### src/rtl/mult_pkg.sv
// ============================================================================
// Module : mult_pkg
// Brief  : Shared types and helpers for the shift-and-add multiplier.
// Rev    : 1.0
// ============================================================================
`default_nettype none

package mult_pkg;

    localparam int c_MAX_W = 32;

    typedef enum logic [1:0] {
        IDLE = 2'd0,
        BUSY = 2'd1,
        DONE = 2'd2
    } state_t;

    // Magnitude of the low w bits of v, treated as two's complement when en=1.
    // The most negative value maps to 2^(w-1), which still fits in w unsigned bits.
    function automatic logic [c_MAX_W-1:0] abs_w(
        input logic [c_MAX_W-1:0] v,
        input int unsigned        w,
        input logic               en
    );
        logic [c_MAX_W-1:0] mask;
        logic [4:0]         msb;
        mask = (w >= c_MAX_W) ? '1 : ((c_MAX_W'(1) << w) - c_MAX_W'(1));
        msb  = 5'(w - 1);
        if (en && v[msb]) begin
            abs_w = (~v + c_MAX_W'(1)) & mask;
        end else begin
            abs_w = v & mask;
        end
    endfunction

endpackage

`default_nettype wire

### src/rtl/seq_mult_shift_add.sv
// ============================================================================
// Module : seq_mult_shift_add
// Brief  : Iterative shift-and-add multiplier, one multiplier bit per cycle,
//          signed/unsigned per operation, valid/ready on both sides.
// Rev    : 1.0
// ============================================================================
`default_nettype none

module seq_mult_shift_add
    import mult_pkg::*;
#(
    parameter  int WIDTH = 8,
    localparam int CNT_W = (WIDTH > 1) ? $clog2(WIDTH) : 1
) (
    input  logic               clk,
    input  logic               rst,
    input  logic               in_valid,
    output logic               in_ready,
    input  logic [WIDTH-1:0]   a,
    input  logic [WIDTH-1:0]   b,
    input  logic               is_signed,
    output logic               out_valid,
    input  logic               out_ready,
    output logic [2*WIDTH-1:0] product
);

    localparam int               c_PW   = 2 * WIDTH;
    localparam logic [CNT_W-1:0] c_LAST = CNT_W'(WIDTH - 1);

    state_t            r_state;
    state_t            w_next_state;
    logic [c_PW-1:0]   r_acc;
    logic [c_PW-1:0]   r_mcand;
    logic [WIDTH-1:0]  r_mplier;
    logic [CNT_W-1:0]  r_cnt;
    logic              r_neg;
    logic [c_PW-1:0]   r_product;
    logic              r_out_valid;

    logic [WIDTH-1:0]  w_a_mag;
    logic [WIDTH-1:0]  w_b_mag;
    logic [c_PW-1:0]   w_sum;
    logic [c_PW-1:0]   w_prod_final;

    assign w_a_mag      = WIDTH'(abs_w(c_MAX_W'(a), WIDTH, is_signed));
    assign w_b_mag      = WIDTH'(abs_w(c_MAX_W'(b), WIDTH, is_signed));
    assign w_sum        = r_acc + (r_mplier[0] ? r_mcand : '0);
    // Sign is reapplied to the full-width sum on the final step only.
    assign w_prod_final = r_neg ? (~w_sum + c_PW'(1)) : w_sum;

    assign in_ready  = (r_state == IDLE);
    assign out_valid = r_out_valid;
    assign product   = r_product;

    always_ff @(posedge clk) begin
        if (rst) begin
            r_state <= IDLE;
        end else begin
            r_state <= w_next_state;
        end
    end

    always_comb begin
        w_next_state = r_state;
        case (r_state)
            IDLE:    if (in_valid)        w_next_state = BUSY;
            BUSY:    if (r_cnt == c_LAST) w_next_state = DONE;
            DONE:    if (out_ready)       w_next_state = IDLE;
            default:                      w_next_state = IDLE;
        endcase
    end

    always_ff @(posedge clk) begin
        if (rst) begin
            r_acc       <= '0;
            r_mcand     <= '0;
            r_mplier    <= '0;
            r_cnt       <= '0;
            r_neg       <= 1'b0;
            r_product   <= '0;
            r_out_valid <= 1'b0;
        end else begin
            case (r_state)
                IDLE: begin
                    if (in_valid) begin
                        r_mcand  <= {{WIDTH{1'b0}}, w_a_mag};
                        r_mplier <= w_b_mag;
                        r_neg    <= is_signed & (a[WIDTH-1] ^ b[WIDTH-1]);
                        r_acc    <= '0;
                        r_cnt    <= '0;
                    end
                end
                BUSY: begin
                    r_acc    <= w_sum;
                    r_mcand  <= r_mcand << 1;
                    r_mplier <= r_mplier >> 1;
                    r_cnt    <= r_cnt + CNT_W'(1);
                    if (r_cnt == c_LAST) begin
                        r_product   <= w_prod_final;
                        r_out_valid <= 1'b1;
                    end
                end
                DONE: begin
                    if (out_ready) begin
                        r_out_valid <= 1'b0;
                    end
                end
                default: begin
                end
            endcase
        end
    end

endmodule

`default_nettype wire
### config.mk
export PLATFORM = sky130hd
export DESIGN_NAME = seq_mult_shift_add
export DESIGN_NICKNAME = d
export VERILOG_FILES = /design/src/rtl/mult_pkg.sv /design/src/rtl/seq_mult_shift_add.sv
export SDC_FILE = /design/constraint.sdc
export NUM_CORES = 1
export LEC_CHECK = 0
export CORE_AREA = 2 2 86 88
export DETAILED_ROUTE_END_ITERATION = 16
export DIE_AREA = 0 0 88 90
export HOLD_SLACK_MARGIN = 0.12
export PLACE_DENSITY = 0.88
export SETUP_SLACK_MARGIN = 0.5
export SKIP_LAST_GASP = 1
export SLEW_MARGIN = 15
export SYNTH_ARGS = -nofsm -noshare
export SYNTH_HDL_FRONTEND = slang
export SYNTH_SLANG_ARGS = --single-unit
### constraint.sdc
create_clock -name clk -period 4.6 [get_ports clk]
set_clock_uncertainty 0.1 [all_clocks]
set_input_delay 0.69 -clock clk [delete_from_list [all_inputs] [get_ports clk]]
set_output_delay 0.69 -clock clk [all_outputs]
set_load 0.005 [all_outputs]
==> key figures <==
Worst setup path
  • Slowest stage delay, CP: 0.57 ns
  • Top cell by count, worst path: or4_4
  • Critical path startpoint category: flip-flop
  • Bufs and invs on worst path: 0
  • Worst Setup End Kind: flip-flop
  • Max FO, Critical Path: 13
  • Critical path class: reg -> reg
  • Worst EP required: 4.76 ns
  • Crit path DAT: 4.15 ns
  • Crit-path cells: and2_1 > ha_1 > fa_2 > a21o_1 > a221oi_4 > xnor2_2 > or4_4 > or4_4 > nor4_4 > or4b_1 > and3_1
  • Slowest CP cell: or4_4
  • Kind of cell adding the most delay to the critical path: simple AND/OR/NAND/NOR gates

Outcome
  • Status: finished clean

Yosys
  • Seq/Total Area, Yosys: 0.3231
  • Dominant synthesized flop cell: dfxtp_1
  • Cell taking the most area after synthesis: dfxtp_1
  • Syn_area_per_cell: 7.761 um^2
  • Synth cell types: 56
  • Number of flops mapped to enable cells by yosys: 0
  • Synth Instances: 503
  • Synth warnings: 0
  • Synth top area cells: dfxtp_1 32%, a21oi_1 7.4%, ha_1 6.4%
  • Synthesized net count: 545
  • Synthesized area: 0.003904 mm^2
  • Synth top area share: 0.3231
  • Asr flop ratio synth: 0
  • #FFs+latches synth: 63

Detailed routing
  • Post-DRT Antenna Nets: 0
  • Final WL: 9234 um
  • # DRC: 0
  • Vias: 3,717
  • Drt first pass iters: 5
  • Via density: between 5 and 6
  • DR WL/cell: between 10 and 15 um
  • DRT iter0 DRCs: 266

GRT
  • GR Overflow Total: 0
  • Vias in the first global route: 3,403
  • Gr usage total: 0.2337
  • Initial antenna violation count: 0
  • Largest net degree at the start of global routing: 64
  • First-pass GRT wire length: 14,880 um

STA
  • Max Clock Freq: 250.6 MHz
  • Final min period: 3.990 ns
  • Final setup violation count: 0
  • Final Hold Vio Count: 0
  • Setup total negative slack: 0 ns
  • Crit share post-route: 0.8673
  • RSZ-0062 raised after global routing: true
  • Pins Over Slew Limit: 0
  • Slew HR: 0.2525
  • Worst-margin pin slew: 1.121 ns

Floorplan
  • Row count: 31
  • Die height: 90 um
  • Die X: 88 um
  • Ports: 39
  • Core Region: 0.007020 mm^2
  • Starting density of the core: 0.5561
  • Die ar.: between 0.007 and 0.008 mm^2

CTS
  • Clock Latency Late Sink: approximately 0.36 ns
  • Worst-path clk slew: about 0.080 ns
  • Hold buffers post-CTS: 0
  • TritonCTS buffer count: 9
  • TritonCTS clock tree: yes
  • CTS max path bufs: 2
  • Clock sink count: 63
  • Root buf cell: clkbuf_8
  • H-tree depth: 3

Place
  • Buffers added on ports: 38
  • Gpl congestion: 0.8757
  • Placed insts: 610
  • Dpl hpwl: 6236 um

Power
  • Pwr dens: between 200 and 300 mW/mm^2
  • Peak VDD IR: 143.1 uV
  • Clk pwr share: 0.425
  • Internal Power: 926.7 uW
  • Flop pwr share: 0.455
  • Sw power: 334.9 uW
  • Leak pwr: approximately 0.0018 uW
  • Combinational power share: 0.120
  • Switch share: 0.2655

Cells and area
  • Area growth syn-to-layout: 17.08%
  • Commonest non-fill, non-tap cell in the layout: dfxtp_1
  • Most frequent cells in the layout: 62 x dfxtp_1, 59 x nand2_1, 58 x a21oi_1, 44 x nor2_1, 37 x clkdlybuf4s50_1
  • Number of diodes: 0
  • Layout cells sized above 1: 0.06968
  • Final nets: 568
  • Cell Count, Final, Fillers Out: 630

Job
  • Maxcap violations: 0

Worst hold path
  • Hold Crit Class: reg -> reg
area by class of cell:
class | instances | area, um^2
inverter | 12 | 45.04
clock inverter | 7 | 97.59
clock buffer | 9 | 123.9
sequential | 63 | 1265
tap | 99 | 123.9
timing repair buffer | 44 | 420.4
multi-input combinational | 396 | 2495
fill | 607 | 2450
cell usage after synthesis, types with 12 or more instances:
cell type	count
a22oi_1	15
dfxtp_1	63
nand2_1	59
nor3_1	12
xor2_1	21
nor2_1	44
clkbuf_1	28
and2_1	17
a21oi_1	58
nand3_1	29
a211oi_1	12
o21ai_0	12
ha_1	20
inv_1	12
flip-flops by register name, summed over array words and instances, names as in the netlist:
register	cells
product	16
r_acc	16
r_mcand	16
r_mplier	8
r_cnt	3
r_state	2
out_valid	1
r_neg	1
stage by stage:
step / cell area, um^2 / setup slack [ns] / total power [uW] / hold slack, ns / util
after floorplan: 3904 / 0.6616 / 681.4 / 0.3317 / -
after global placement: 4290 / 0.5537 / 723.1 / 0.3518 / 0.6111
after detailed placement: 4290 / 0.4648 / 728.9 / 0.3499 / 0.6111
after CTS: 4513 / 0.5353 / 1258 / 0.3601 / 0.6428
after global routing: 4571 / 0.4477 / 1312 / 0.3885 / 0.6510
final: 4571 / 0.6102 / 1262 / 0.3562 / 0.6510
final timing paths:
check | startpoint | endpoint | slack, ns | depth (start not counted)
min | product[2]$_SDFFE_PP0P_ | product[2]$_SDFFE_PP0P_ | 0.36 | 2
max reg2reg | r_mplier[0]$_SDFFE_PP0P_ | product[15]$_SDFFE_PP0P_ | 0.61 | 11
min reg2reg | product[2]$_SDFFE_PP0P_ | product[2]$_SDFFE_PP0P_ | 0.36 | 2
max | r_mplier[0]$_SDFFE_PP0P_ | product[15]$_SDFFE_PP0P_ | 0.61 | 11
worst min-delay path, cell delays in order (launching register included):
cell,delay [ns]
dfxtp_1,0.32
nand2_1,0.05
a21oi_1,0.05
kinds of logic after synthesis:
family	synth area share
and+or+nand+nor	0.2644
DFF	0.3231
xor gates and xnor gates	0.06955
muxes	0.005449
AOI/OAI and AO/OA	0.2234
buffers and inverters	0.04487
adders and majority gates	0.06923
per-layer routing:
metal	up-vias	track usage	wire length [um]
li1	1853	-	-
met1	1722	0.2874	4143
met2	132	0.3920	4481
met3	10	0.06428	510
met4	0	0.07051	98
met5	-	0	0
power by group through the flow:
stage / logic (uW) / registers (uW) / clock network [uW]
after detailed placement: 143 / 586 / 0
final: 151 / 574 / 537
after floorplan: 103 / 579 / 0
after global routing: 167 / 575 / 570
after global placement: 139 / 584 / 0
after CTS: 144 / 574 / 541
repair_timing:
| action | in CTS | in global routing |
|---|---|---|
| setup endpoints to repair | 1 | 2 |
| gates resized for setup | 1 | 5 |
| pin swaps | 0 | 3 |
| setup buffers | 0 | 4 |
| gates cloned | 0 | 0 |
| endpoints found under the hold margin | 0 | 0 |
Note: power is estimated with default switching activity, not from simulation.
